==> config.mk <==
export PLATFORM = sky130hd
export DESIGN_NAME = alu_seq_exec
export DESIGN_NICKNAME = d
export VERILOG_FILES = /design/src/rtl/alu_seq_exec.sv
export SDC_FILE = /design/constraint.sdc
export NUM_CORES = 1
export LEC_CHECK = 0
export CAP_MARGIN = 10
export CORE_MARGIN = 2
export CORE_UTILIZATION = 40
export CTS_BUF_LIST = sky130_fd_sc_hd__clkbuf_16
export DETAILED_ROUTE_END_ITERATION = 6
export MAX_ROUTING_LAYER = met4
export PLACE_DENSITY = 0.7
export SLEW_MARGIN = 20
export SYNTH_ARGS = -nofsm -noshare
export SYNTH_HDL_FRONTEND = slang
export SYNTH_SLANG_ARGS = --single-unit
export TNS_END_PERCENT = 20
==> constraint.sdc <==
create_clock -name clk -period 10.9 [get_ports clk]
set_clock_uncertainty 0.1 [all_clocks]
set_input_delay 2.18 -clock clk [delete_from_list [all_inputs] [get_ports clk]]
set_output_delay 2.18 -clock clk [all_outputs]
set_load 0.005 [all_outputs]
==> src/rtl/alu_seq_exec.sv <==
// Sequential execute unit: one-cycle logic/arithmetic ops and bit-serial shifts
// behind a Start/Ready/Done handshake with the sequencer.
module alu_seq_exec #(
    parameter int WIDTH = 32
) (
    input  logic             clk,
    input  logic             rst,
    input  logic             Start,
    input  logic [3:0]       ALUControlIn,
    input  logic [WIDTH-1:0] A,
    input  logic [WIDTH-1:0] B,
    output logic             Ready,
    output logic             Done,
    output logic [WIDTH-1:0] Result,
    output logic             Zero,
    output logic             Overflow,
    output logic             IllegalOp
);
    // state | meaning
    // IDLE  | waiting for Start, Ready=1
    // EXEC  | single-cycle op, result registered on next edge
    // SHIFT | one bit position per edge until count reaches 0

    localparam int SW = $clog2(WIDTH);

    localparam logic [3:0] OP_AND = 4'b0000;
    localparam logic [3:0] OP_ADD = 4'b0001;
    localparam logic [3:0] OP_SUB = 4'b0010;
    localparam logic [3:0] OP_OR  = 4'b0011;
    localparam logic [3:0] OP_SLL = 4'b0101;
    localparam logic [3:0] OP_SRL = 4'b0110;
    localparam logic [3:0] OP_SRA = 4'b1000;
    localparam logic [3:0] OP_SLT = 4'b1001;

    typedef enum logic [1:0] {
        IDLE  = 2'd0,
        EXEC  = 2'd1,
        SHIFT = 2'd2
    } state_t;

    state_t           state;
    logic [3:0]       op_q;
    logic [WIDTH-1:0] a_q;
    logic [WIDTH-1:0] b_q;
    logic [WIDTH-1:0] work;
    logic [SW-1:0]    count;

    logic [WIDTH-1:0] sum;
    logic [WIDTH-1:0] diff;
    logic             lt;
    logic [WIDTH-1:0] exec_res;
    logic             exec_ovf;
    logic             exec_ill;

    function automatic logic is_shift(input logic [3:0] op);
        return (op == OP_SLL) || (op == OP_SRL) || (op == OP_SRA);
    endfunction

    function automatic logic [WIDTH-1:0] shift_one(input logic [3:0] op,
                                                    input logic [WIDTH-1:0] v);
        logic [WIDTH-1:0] r;
        case (op)
            OP_SLL:  r = {v[WIDTH-2:0], 1'b0};
            OP_SRL:  r = {1'b0, v[WIDTH-1:1]};
            OP_SRA:  r = {v[WIDTH-1], v[WIDTH-1:1]};
            default: r = v;
        endcase
        return r;
    endfunction

    assign sum   = a_q + b_q;
    assign diff  = a_q - b_q;
    assign lt    = $signed(a_q) < $signed(b_q);
    assign Ready = (state == IDLE);

    always_comb begin
        exec_res = '0;
        exec_ovf = 1'b0;
        exec_ill = 1'b0;
        case (op_q)
            OP_AND: exec_res = a_q & b_q;
            OP_OR:  exec_res = a_q | b_q;
            OP_ADD: begin
                exec_res = sum;
                exec_ovf = (a_q[WIDTH-1] == b_q[WIDTH-1]) && (sum[WIDTH-1] != a_q[WIDTH-1]);
            end
            OP_SUB: begin
                exec_res = diff;
                exec_ovf = (a_q[WIDTH-1] != b_q[WIDTH-1]) && (diff[WIDTH-1] != a_q[WIDTH-1]);
            end
            OP_SLT:  exec_res = {{(WIDTH-1){1'b0}}, lt};
            default: exec_ill = 1'b1;
        endcase
    end

    always_ff @(posedge clk) begin
        if (rst) begin
            state     <= IDLE;
            Done      <= 1'b0;
            Result    <= '0;
            Zero      <= 1'b1;
            Overflow  <= 1'b0;
            IllegalOp <= 1'b0;
            count     <= '0;
            op_q      <= '0;
            a_q       <= '0;
            b_q       <= '0;
            work      <= '0;
        end else begin
            Done <= 1'b0;
            case (state)
                IDLE: begin
                    if (Start) begin
                        op_q <= ALUControlIn;
                        a_q  <= A;
                        b_q  <= B;
                        if (is_shift(ALUControlIn)) begin
                            work  <= A;
                            count <= B[SW-1:0];
                            state <= SHIFT;
                        end else begin
                            state <= EXEC;
                        end
                    end
                end
                EXEC: begin
                    Result    <= exec_res;
                    Zero      <= (exec_res == '0);
                    Overflow  <= exec_ovf;
                    IllegalOp <= exec_ill;
                    Done      <= 1'b1;
                    state     <= IDLE;
                end
                SHIFT: begin
                    if (count != '0) begin
                        work  <= shift_one(op_q, work);
                        count <= count - SW'(1);
                    end else begin
                        Result    <= work;
                        Zero      <= (work == '0);
                        Overflow  <= 1'b0;
                        IllegalOp <= 1'b0;
                        Done      <= 1'b1;
                        state     <= IDLE;
                    end
                end
                default: state <= IDLE;
            endcase
        end
    end
endmodule

Word-level counts from Yosys, hierarchy flattened
Index checks and enable logic that the tools add are counted.
{ "word_totals": {"word_cells": 84, "out_inout_bits": 37, "register_bits": 143} }
{ "classes": {"n_eq_ne": 23, "n_addsub": 3, "n_bitwise": 2, "muxes": 25, "reduce_logical": 18, "n_lt_le_gt_ge": 1} }
{ "op_table": {"columns": ["operator", "n"], "rows": [
  ["one-hot mux 32 bit (5 select lines)", 1],
  ["2-to-1 mux 32 bit", 4],
  ["one-hot mux 32 bit (2 select lines)", 2],
  ["one-hot mux 32 bit (3 select lines)", 1],
  ["logical NOT 32 bit", 2],
  ["adder 32 bit", 1],
  ["AND 32 bit", 1],
  ["< comparator 32 bit", 1],
  ["bitwise OR 32 bit", 1],
  ["subtractor 32 bit", 1],
  ["== test 4 x 3 -> 1 bit (second input constant)", 4],
  ["2-to-1 mux 5 bit", 3],
  ["== test 4 bit (second input constant)", 3],
  ["one-hot mux 1 bit (2 select lines)", 5],
  ["one-hot mux 5 bit (2 select lines)", 1],
  ["== test 4 x 2 -> 1 bit (second input constant)", 2],
  ["!= test 2 bit (second input constant)", 4],
  ["2-to-1 mux 2 bit", 3],
  ["AND reduction 2 bit", 3],
  ["AND reduction 6 bit", 1],
  ["AND reduction 5 bit", 1],
  ["nonzero test 5 bit", 1],
  ["OR reduction 5 bit", 1],
  ["subtractor 5 x 1 -> 5 bit (second input constant)", 1],
  ["other kinds (16)", 24]
]} }

Longest topological paths before layout
{ "depth": {"depth_word": 6, "ltp_mapped": 15, "mapped_depth_nobuf": 14} }

Least setup slack after synthesis
No wires, ideal clock.
{ "synth_timing": {"path_type": "input -> register", "start": "in rst", "end": "reg Zero", "slack_ps": 6804, "setup_ps": 84, "t_arrival_ps": 3912, "stages": 9, "path_cell_list": "clkbuf_1 -> o32a_1 -> nand4_1 -> or4_1 -> nor4_1 -> nand4b_1 -> nor4_2 -> nand4_1 -> o31ai_2"} }
{ "synth_rtl": {"columns": ["element", "line", "rtl"], "rows": [
  ["start: declaration", "7", "input logic rst,"],
  ["end signal: assignment", "128", "Zero <= (exec_res == '0);"],
  ["end signal: assignment", "140", "Zero <= (work == '0);"],
  ["end: declaration", "15", "output logic Zero,"]
]} }

Worst setup path after layout
{ "layout_timing": {"start": "in Start", "end": "reg work[29]"} }
{ "layout_between": {"elab_chain_cells": 2} }
{ "layout_lines": {"columns": ["element", "line", "rtl"], "rows": [
  ["start: declaration", "8", "input logic Start,"],
  ["!= test 2 bit (no line)", null, null],
  ["AND reduction 5 bit (no line)", null, null],
  ["end signal: assignment", "136", "work <= shift_one(op_q, work);"],
  ["end: declaration", "45", "logic [WIDTH-1:0] work;"]
]} }
Every way passes these cells.
A chain may end at the register's enable or synchronous reset.

==> reports/qor.yml <==
run_status:
  status: "finished clean"
clocking:
  cts_buffers: 17
  clk_latency_ns: 0.43
  post_cts_buffers: 0
  cts_tree: "done"
  clkTransAtPathRegs_ns: 0.07
  h-tree-depth: 4
  root_buffer: "clkbuf_16"
  post_cts_resized: 0
  cts.sinks: 143
  clockBufferDepth: 2
  postCtsHoldBufs: 0
global_routing:
  grtUsageMet2_pct: 42.5
  grt_pass1_wl_um: 67100
  met3_usage_pct: 4.81
  grt_use_met1_pct: 40.8
  grt.busiest_layer: "met2"
  overflow: 0
  grt_pass1_vias: 11641
  antenna_found_initial: 0
  grt_max_degree: 91
  grt_use_total_pct: 28.7
min_path:
  hp-class: "flop to flop"
  min_from: "Result[12]$_SDFFE_PP0P_"
timing:
  tightest_slew_ns: 1.06
  rsz0062_at_grt: "no"
  maxSlewViolCount: 0
  fin_setup_tns_ns: 0
  max_freq_mhz: 213
  finalHoldViolCount: 0
  setup_viol: 0
  finalCriticalPeriod_ns: 4.69
  finalWorstSetupSlack_ns: 6.21
  finalCritPeriodShare_pct: 43.0
  relSlewSlack_pct: 29.1
routing:
  wl_per_cell_um: 20.9
  viasPerCell: 6.08
  drt_iter0_markers: 1264
  vias: 12541
  ant_nets: 0
  wirelength_um: 43000
  drc: 0
  firstDrtPassIters: 6
yosys:
  synthSimpleGateAreaFrac_pct: 23.1
  synth-edff-count: 0
  ys_seq_elements: 143
  yosys_warnings: 0
  synth_top_cell_area_share_pct: 24.6
  synth.area.mux_share_pct: 3.37
  syn_inst: 1633
  synth_cell_type_count: 86
  synth_area_sq_um: 11600
  synthXorXnorAreaFrac_pct: 0.376
  syn_nets: 1809
  syn_avg_cell_area_sq_um: 7.13
  async_reset_ff_share_pct: 0
  synth_fa_ha_area_share_pct: 11.4
  ys_seq_area_share_pct: 24.6
  synth-compound-area-share_pct: 29.9
  synth.area.top_cells: "dfxtp_1, ha_1, a21oi_1"
  yosysTopAreaCell: "dfxtp_1"
  synth_top_family_by_area: "compound AO/OA/AOI/OAI gates"
  synth_ff_type: "dfxtp_1"
final_layout:
  final_cell_mix: "nand2_1, a21oi_1, nor2_1"
  areaGrowthSynthToFinish_pct: 15.9
  drive_gt1_share_pct: 5.36
  multiInputGateArea_sq_um: 7990
  n_antenna_cell: 0
  fill_cells: 2970
  final_nets: 1842
  final_common_cell: "nand2_1"
  seq_area_sq_um: 2860
power:
  pwr-share-comb_pct: 32.9
  seqPwrFrac_pct: 33.2
  p_sw_mw: 0.692
  p_sw_share_pct: 38.8
  ir_drop_uv: 89.1
  leakagePower_nw: 4.97
  p_per_area_nw_per_um2: 132
  p_int_mw: 1.09
  clockPowerShare_pct: 34.0
critical_path:
  worstPathCellList: "clkdlybuf4s50_1 > nand2_2 > buf_4 > o22ai_1 > and2_1 > o21ai_4 > buf_4 > a211oi_1 > a21oi_1 > nor2_1"
  required_ns: 11.09
  crit_type: "primary input to flop"
  startpoint: "Start"
  critPathCaptureType: "flop"
  cp_num_buf_inv: 3
  cp_max_fo: 69
  arrival_ns: 4.88
  cp_slowest_cell: "buf_4"
  cp_common_cell: "buf_4"
  max_stage_delay_ns: 0.58
  worstReg2RegStart: "state[0]$_SDFFE_PP0P_"
  start_kind: "primary input"
  crit_family: "buffers and inverters"
floorplanning:
  die_y_um: 175
  ios: 108
  die_area_sq_um: 30500
  core-area_sq_um: 28700
  die_w_um: 175
  rows: 62
  start_util_pct: 40.6
placement:
  pre_cts_ws_ns: 5.77
  place_congestion: 0.987
  hpwl_um: 31500
  io_buffers: 107
flow_run:
  drv_cap: 0
area by class of cell:
cell class,instances,share of cell area [%]
Sequential cell,143,21.2
Clock inverter,14,1.08
Clock buffer,17,3.15
Multi-Input combinational cell,1272,59.2
Inverter,109,3.03
Timing Repair Buffer,123,8.81
Tap cell,384,3.56
path summary, 6_finish.rpt:
check	slack [ns]	to	depth (start not counted)
max	6.21	work[29]$_SDFFE_PP0P_	10
min	0.36	Result[12]$_SDFFE_PP0P_	2
max reg2reg	6.27	Zero$_SDFFE_PP1P_	15
min reg2reg	0.36	Result[12]$_SDFFE_PP0P_	2
synth_stat cells, drive strengths merged (8+ instances only):
cell type	n
o211ai	23
o21ai	66
nand2b	12
a221o	14
o31ai	17
a211oi	55
a21o	14
o21bai	15
clkbuf	81
and2	8
nor3	24
a31oi	16
or3	9
nand4	17
mux2i	37
a21oi	220
inv	109
nand3	31
dfxtp	143
o221ai	11
nor4	26
nor2	182
a22oi	9
nor2b	13
nand2	224
buf	28
ha	103
metal layers:
layer	up-vias	wire length (um)
met5	-	0
met4	0	864
met3	75	3920
met2	614	18500
met1	5950	19700
li1	5902	-
registers in the layout, summed over array words and instances, names as in the netlist:
signal     flops
Overflow       1
b_q           32
Zero           1
count          5
a_q           32
Result        32
Done           1
work          32
IllegalOp      1
state          2
op_q           4
tightest hold or removal path: stages (launching register included):
cell,delay [ns]
dfxtp_1,0.32
nand2_1,0.05
a21oi_1,0.05
per-stage QoR:
step / utilization [%] / power, mW / cell area, sq um / instances / hold WS (ns)
finish: 47.0 / 1.78 / 13500 / 2062 / 0.363
CTS: 47.0 / 1.77 / 13500 / 2062 / 0.362
detailed placement: 45.0 / 1.17 / 12900 / 2031 / 0.349
floorplan: - / 0.973 / 11600 / 1633 / 0.345
global placement: 45.0 / 1.17 / 12900 / 2031 / 0.342
global route: 47.0 / 1.87 / 13500 / 2062 / 0.375
cells by family after synthesis:
kind of cell             count (synthesis)
AO/OA/AOI/OAI                          535
XOR/XNOR                                 5
adder cells (fa/ha/maj)                105
buffers and inverters                  218
flip-flops                             143
multiplexers                            38
AND/OR/NAND/NOR                        589
power by group through the flow:
| stage | Combinational (mW) | Sequential, mW | Clock [mW] |
|---|---|---|---|
| floorplan | 0.385 | 0.588 | 0 |
| global placement | 0.564 | 0.601 | 0 |
| detailed placement | 0.568 | 0.602 | 0 |
| CTS | 0.572 | 0.590 | 0.612 |
| global route | 0.636 | 0.595 | 0.633 |
| finish | 0.586 | 0.591 | 0.605 |
Power figures use the tool's default switching activity.
